File: src/rtl/floppy_pkg.sv
// floppy_pkg: shared state encoding, error codes and CRC constants for the sector engine
package floppy_pkg;
  typedef enum logic [2:0] {IDLE, LOAD, SPINUP, SEEK, XFER_RD, DRAIN, XFER_WR, FIN} state_t;
  localparam logic [1:0] ERR_NONE = 2'd0;
  localparam logic [1:0] ERR_IDX = 2'd1;
  localparam logic [1:0] ERR_CRC = 2'd2;
  localparam logic [1:0] ERR_DRV = 2'd3;
  localparam logic [15:0] CRC_POLY = 16'h1021;
  localparam logic [15:0] CRC_INIT = 16'hFFFF;
endpackage

File: src/rtl/floppy_crc16.sv
// floppy_crc16: word-wide CRC-16-CCITT accumulator, data bits folded in MSB-first
module floppy_crc16 import floppy_pkg::*; #(
  parameter int DATA_W = 16
) (
  input  logic              clk,
  input  logic              rst,
  input  logic              clr,
  input  logic              en,
  input  logic [DATA_W-1:0] data,
  output logic [15:0]       crc
);
  logic [15:0] nxt;
  always_comb begin
    nxt = crc;
    for (int i = DATA_W - 1; i >= 0; i--)
      nxt = {nxt[14:0], 1'b0} ^ ((nxt[15] ^ data[i]) ? CRC_POLY : 16'h0000);
  end
  always_ff @(posedge clk) crc <= (rst || clr) ? CRC_INIT : en ? nxt : crc;
endmodule

File: src/rtl/floppy_sector_engine.sv
// floppy_sector_engine: multi-drive sector read/write engine with motor hold; FLOPPY_CRC_EN adds CRC-16 sector check
module floppy_sector_engine import floppy_pkg::*; #(
  parameter int DATA_W       = 16,
  parameter int SECTOR_WORDS = 128,
  parameter int NUM_DRIVES   = 2,
  parameter int SPINUP_CYC   = 1000,
  parameter int MOTOR_HOLD   = 5000,
  parameter int IDX_TIMEOUT  = 5,
  parameter int DRV_W        = NUM_DRIVES > 1 ? $clog2(NUM_DRIVES) : 1
) (
  input  logic                  clk,
  input  logic                  rst,
  input  logic                  cmd_valid,
  output logic                  cmd_ready,
  input  logic                  cmd_write,
  input  logic [DRV_W-1:0]      cmd_drive,
  input  logic [7:0]            cmd_sector,
  input  logic [DATA_W-1:0]     wr_data,
  input  logic                  wr_valid,
  output logic                  wr_ready,
  output logic [DATA_W-1:0]     rd_data,
  output logic                  rd_valid,
  input  logic                  rd_ready,
  output logic                  done,
  output logic                  error,
  output logic [1:0]            err_code,
  output logic [NUM_DRIVES-1:0] motor_on,
  output logic [NUM_DRIVES-1:0] drive_sel,
  output logic                  read_gate,
  output logic                  write_gate,
  input  logic                  index_pulse,
  input  logic                  disk_sector_start,
  input  logic [7:0]            disk_sector_id,
  input  logic [DATA_W-1:0]     disk_rd_data,
  input  logic                  disk_rd_valid,
  output logic [DATA_W-1:0]     disk_wr_data,
  output logic                  disk_wr_valid,
  input  logic                  disk_wr_ready
);
  localparam int AW = $clog2(SECTOR_WORDS);
  localparam int SW = $clog2(SPINUP_CYC + 1);
  localparam int HW = $clog2(MOTOR_HOLD + 1);
  localparam int IW = $clog2(IDX_TIMEOUT + 1);
  state_t state, nxt;
  logic wr_q, warm, idx_q;
  logic [7:0] sec_q;
  logic [AW-1:0] ptr;
  logic [SW-1:0] spin_cnt;
  logic [HW-1:0] hold_cnt;
  logic [IW-1:0] idx_cnt;
  logic [DATA_W-1:0] mem [SECTOR_WORDS];
  logic [DATA_W-1:0] buf_q, tail_word;
  logic accept, bad_drv, last, match, idx_rise, seek_to, crc_err, crc_bad, tail;
  logic ld_step, rd_step, wr_step, dr_step, rd_end, wr_end;
  assign accept   = cmd_valid && state == IDLE;
  assign bad_drv  = int'(cmd_drive) >= NUM_DRIVES;
  assign last     = ptr == AW'(SECTOR_WORDS - 1);
  assign match    = disk_sector_start && disk_sector_id == sec_q;
  assign idx_rise = index_pulse && !idx_q;
  assign seek_to  = state == SEEK && !match && idx_rise && idx_cnt == IW'(IDX_TIMEOUT - 1);
  assign ld_step  = state == LOAD && wr_valid;
  assign rd_step  = state == XFER_RD && disk_rd_valid;
  assign wr_step  = state == XFER_WR && disk_wr_ready;
  assign dr_step  = state == DRAIN && rd_ready;
  assign crc_err  = rd_end && crc_bad;
`ifdef FLOPPY_CRC_EN
  logic crc_ph;
  logic [15:0] crc;
  floppy_crc16 #(.DATA_W(DATA_W)) u_crc (
    .clk(clk), .rst(rst), .clr(accept), .en((rd_step || wr_step) && !crc_ph),
    .data(state == XFER_RD ? disk_rd_data : buf_q), .crc(crc)
  );
  assign tail      = crc_ph;
  assign tail_word = DATA_W'(crc);
  assign rd_end    = rd_step && crc_ph;
  assign wr_end    = wr_step && crc_ph;
  assign crc_bad   = 16'(disk_rd_data) != crc;
  always_ff @(posedge clk)
    crc_ph <= (rst || accept) ? 1'b0 : ((rd_step || wr_step) && last && !crc_ph) ? 1'b1 :
              (rd_end || wr_end) ? 1'b0 : crc_ph;
`else
  assign tail      = 1'b0;
  assign tail_word = '0;
  assign rd_end    = rd_step && last;
  assign wr_end    = wr_step && last;
  assign crc_bad   = 1'b0;
`endif
  assign buf_q         = mem[ptr];
  assign cmd_ready     = state == IDLE;
  assign wr_ready      = state == LOAD;
  assign rd_valid      = state == DRAIN;
  assign rd_data       = rd_valid ? buf_q : '0;
  assign done          = state == FIN;
  assign read_gate     = state == SEEK || state == XFER_RD;
  assign write_gate    = state == XFER_WR;
  assign disk_wr_valid = state == XFER_WR;
  assign disk_wr_data  = disk_wr_valid ? (tail ? tail_word : buf_q) : '0;
  always_comb begin
    nxt = state;
    case (state)
      IDLE:    if (accept && !bad_drv) nxt = cmd_write ? LOAD : motor_on[cmd_drive] ? SEEK : SPINUP;
      LOAD:    if (ld_step && last) nxt = warm ? SEEK : SPINUP;
      SPINUP:  if (spin_cnt == SW'(SPINUP_CYC - 1)) nxt = SEEK;
      SEEK:    nxt = match ? (wr_q ? XFER_WR : XFER_RD) : seek_to ? IDLE : SEEK;
      XFER_RD: if (rd_end) nxt = crc_bad ? IDLE : DRAIN;
      DRAIN:   if (dr_step && last) nxt = FIN;
      XFER_WR: if (wr_end) nxt = FIN;
      default: nxt = IDLE;
    endcase
  end
  always_ff @(posedge clk)
    if ((ld_step || rd_step) && !tail) mem[ptr] <= state == LOAD ? wr_data : disk_rd_data;
  always_ff @(posedge clk) begin
    if (rst) begin
      state <= IDLE;
      {wr_q, warm, idx_q, error} <= '0;
      sec_q <= '0;
      ptr <= '0;
      spin_cnt <= '0;
      hold_cnt <= '0;
      idx_cnt <= '0;
      motor_on <= '0;
      drive_sel <= '0;
      err_code <= ERR_NONE;
    end else begin
      state <= nxt;
      idx_q <= index_pulse;
      error <= seek_to || crc_err || (accept && bad_drv);
      spin_cnt <= state == SPINUP ? spin_cnt + 1'b1 : '0;
      idx_cnt <= state != SEEK ? '0 : idx_rise ? idx_cnt + 1'b1 : idx_cnt;
      if (ld_step || ((rd_step || wr_step) && !tail) || dr_step) ptr <= ptr + 1'b1;
      if (accept) err_code <= bad_drv ? ERR_DRV : ERR_NONE;
      else if (seek_to) err_code <= ERR_IDX;
      else if (crc_err) err_code <= ERR_CRC;
      if (accept && !bad_drv) begin
        wr_q <= cmd_write;
        sec_q <= cmd_sector;
        warm <= motor_on[cmd_drive];
        ptr <= '0;
        motor_on <= NUM_DRIVES'(1) << cmd_drive;
        drive_sel <= NUM_DRIVES'(1) << cmd_drive;
      end else if (state != IDLE && nxt == IDLE) hold_cnt <= HW'(MOTOR_HOLD);
      else if (state == IDLE && !accept && motor_on != '0) begin
        hold_cnt <= hold_cnt - 1'b1;
        if (hold_cnt < HW'(2)) begin
          motor_on <= '0;
          drive_sel <= '0;
          hold_cnt <= '0;
        end
      end
    end
  end
endmodule
File: config.mk
export PLATFORM = sky130hd
export DESIGN_NAME = floppy_sector_engine
export DESIGN_NICKNAME = d
export VERILOG_FILES = /design/src/rtl/floppy_pkg.sv /design/src/rtl/floppy_crc16.sv /design/src/rtl/floppy_sector_engine.sv
export SDC_FILE = /design/constraint.sdc
export NUM_CORES = 2
export LEC_CHECK = 0
export BUFFER_PORTS_ARGS = -buffer_cell sky130_fd_sc_hd__buf_2
export CORE_UTILIZATION = 35
export CTS_CLUSTER_DIAMETER = 150
export DETAILED_ROUTE_END_ITERATION = 8
export GPL_TIMING_DRIVEN = 0
export SKIP_CTS_REPAIR_TIMING = 1
export SLEW_MARGIN = 20
export SYNTH_ARGS = -nofsm -noshare
export SYNTH_HDL_FRONTEND = slang
export SYNTH_SLANG_ARGS = --single-unit
File: constraint.sdc
create_clock -name clk -period 6.5 [get_ports clk]
set_input_delay 0.975 -clock clk [delete_from_list [all_inputs] [get_ports clk]]
set_output_delay 0.975 -clock clk [all_outputs]
set_load 0.005 [all_outputs]
==> results.md <==
- Status: complete, but fails checks
- Failing checks: setup timing
- Critical Path RT: 5520 ps
- Syn-to-layout area delta: 17.83%
- RR Endpoint: mem[91][13]
- Netlist cell types: 74
- Fin area: 97,510 um2
- ANT nets after route: 0
- Min-Delay Path Class: input pin to flop
- DR vias: 46,620
- Synthesized area: 82,750 um2
- Worst hold path startpoint: index_pulse
- Total die area: 238,400 um2
- Dpl cell area: 90,730 um2
- Crit. End Element: output port
- DRT Pass-1 Iters: 6
- GR Util All Layers: 0.2414
- Post-synth top area share: 0.7432
- Die extent in x: 488.3 um
- H-tree levels: 4
- Final Wtd Congestion: 0.9762
- Slew @ Worst Pin: 1213 ps
- Final worst slack: -376.9 ps
- Max clock buf depth: 3
- CTS root buffer: clkbuf_16
- Syn Inst Count: 4,175
- Worst Path Buf+Inv: 5
- First-pass GRT wire length: 386,500 um
- Final WL: 290,000 um
- Worst Reg2Reg Path Length in Cells: 6
- CP Launch Type: flop
- CTS sink cnt: 2,106
- CP max stage delay: 710 ps
- Initial Util: 0.3519
- Number of synthesized flops with an enable pin: 2,048
- Synth area leaders: edfxtp_1, mux4_2, mux2i_1
- Slew headroom: 0.1910
- Top delay family on crit path: buffers and inverters
- Hpwl dp: 194,900 um
- Layout Nets: 4,658
- Syn nets: 4,239
- GR Overflow Total: 0
- Worst hold stages: 2
- Avg WL per Cell: 36.62 um
- Yosys warns: 0
- Register area: 62,660 um2
- Number of antenna violations at the first check in global routing: 15
- Ys async rst share: 0
- TritonCTS clock tree: built
- Multi-input gate area: 19,960 um2
- Synth Register Bits: 2,106
- Fillcell total: 20,770
- Chip Height: 488.3 um
- Max Slew Vio Count: 0
- Drt via density: 5.886
- Vias in the first global route: 44,400
- Crit-path cells: clkbuf_4 > buf_2 > clkbuf_4 > clkbuf_4 > mux4_2 > mux2i_1 > o22ai_1 > a211oi_2 > o211ai_1 > buf_2
- Fin crit share: 1.058
- Main synth FF type: edfxtp_1
- Layout cells sized above 1: 0.2593
- Hold endpoint: idx_q
- Most frequent cells in the layout: edfxtp_1, mux2i_1, mux4_2, clkbuf_16
- Final Hold Vio Count: 0
- Clock Latency Late Sink: 890 ps
- F_max: 0.1454 GHz
- Most common cell after layout, fill and taps aside: edfxtp_1
- Ports: 105
- # setup viols final: 24
- CTS Buf Count: 212
- Largest net degree at the start of global routing: 129
- Power density over the cells: 288.9 nW/um2
- CP Max Fanout: 10
- Total leakage power: 29.23 nW
- Row count: 178
- CP dominant cell by count: clkbuf_4
- Iteration-0 DRC Markers: 7,412
- Worst r2r src: state[2]
- IO buf count: 102
- CP Class: flop to output port
- Design Power: 28.17 mW
- Leading area contributor after synthesis: edfxtp_1
- Clock transition at path regs: 60 ps
- Final worst path period need: 6877 ps
- Syn Area/Cell: 19.82 um2
- Crit-path slowest cell: dfxtp_1
- Seq/Total Area, Yosys: 0.7572
- Clk_skew: 44.49 ps
- R2R Setup Slk: 1870 ps
- Critical Path AT: 5900 ps
- MaxCap Viol Count: 0
- Core area: 235,200 um2
- DRC Markers: 0
- Maximum VDD drop: 0.3006 mV
- Finished Core Util: 0.4146
layout make-up:
type	count	share of cell area
Inverter	12	0.0004619
Clock buffer	255	0.05659
Multi-Input combinational cell	1826	0.2047
Timing Repair Buffer	206	0.02905
Antenna cell	7	0.0001796
Tap cell	3150	0.04042
Sequential cell	2106	0.6426
Clock inverter	128	0.01027
Buffer	230	0.01568
per-stage QoR:
stage               instances  hold slack [ps]  worst slack [ps]  TNS, ps
global route             7915            343.6            -1.549   -1.549
global placement         7427            426.9            -856.1    -9453
detailed placement       7529            446.1            -22.91   -40.14
CTS                      7912            305.8            -968.3   -19290
floorplan                4175            417.5              2568        0
finish                   7920            340.9            -376.9    -4103
registers in the layout (all words and copies together), names as in the netlist, named ones only:
signal	count
error	1
mem	2048
wr_q	1
idx_q	1
warm	1
err_code	1
state	3
sec_q	8
hold_cnt	13
spin_cnt	10
drive_sel	2
ptr	7
idx_cnt	3
how the worst max path moves through the flow:
stage,startpoint,end,slack (ps),depth (start not counted)
after floorplan,disk_rd_valid,mem[83][0],2570,4
after global placement,flop,rd_data[12],-860,10
after detailed placement,flop,rd_data[5],-20,10
after CTS,flop,rd_data[5],-970,11
after global routing,flop,disk_wr_data[7],-2,11
final,flop,rd_data[7],-380,10
cell families (layout without fill, tap and decap cells):
kind of cell | count (synthesis) | count (layout) | synth area share
multiplexers | 820 | 820 | 0.1535
adder cells (fa/ha/maj) | 6 | 6 | 0.0008769
other | 1 | 8 | 0.00004531
flip-flops | 2106 | 2106 | 0.7572
XOR/XNOR | 22 | 22 | 0.002328
AO/OA/AOI/OAI | 382 | 382 | 0.03302
AND/OR/NAND/NOR | 595 | 595 | 0.03523
buffers and inverters | 243 | 831 | 0.01783
Yosys cell counts, types with 11 or more instances:
library cell and instances:
edfxtp_1 2048, mux2i_1 432, mux4_2 356, nor2_1 219
a22oi_1 152, nand2_1 105, nand3_1 88, clkbuf_1 76
buf_2 63, a21oi_1 61, dfxtp_1 58, buf_6 49
o22ai_1 44, mux2_2 32, nand2b_1 27, buf_4 25
nor2b_1 23, a22o_1 22, nor3_1 21, buf_1 16
xor2_1 15, and3_1 14, nand4_1 14, a41oi_1 13
nor4_1 13, o21ai_0 13, inv_1 12, a31oi_1 11
worst register-to-register path: stages (launching register included):
cell	delay, ps
dfxtp_1	400
clkbuf_1	370
nand3b_1	250
a21oi_1	600
nand4b_1	1050
clkbuf_2	790
nor2_4	780
report_power, final:
part / total (mW) / leakage [nW] / switching, mW / internal (mW)
registers: 15.2 / 18.9 / 0.0202 / 15.1
clock network: 11.7 / 3.19 / 5.29 / 6.43
logic: 1.30 / 7.16 / 0.923 / 0.376
total: 28.2 / 29.2 / 6.23 / 21.9
layer usage:
| layer | wire length (um) | vias to the layer above | track usage |
|---|---|---|---|
| met3 | 33820 | 618 | 0.06841 |
| li1 | - | 18040 | - |
| met1 | 108500 | 24860 | 0.3139 |
| met5 | 13 | - | 0 |
| met4 | 19530 | 2 | 0.1405 |
| met2 | 128200 | 3090 | 0.3605 |
(Power assumes the default switching activity.)
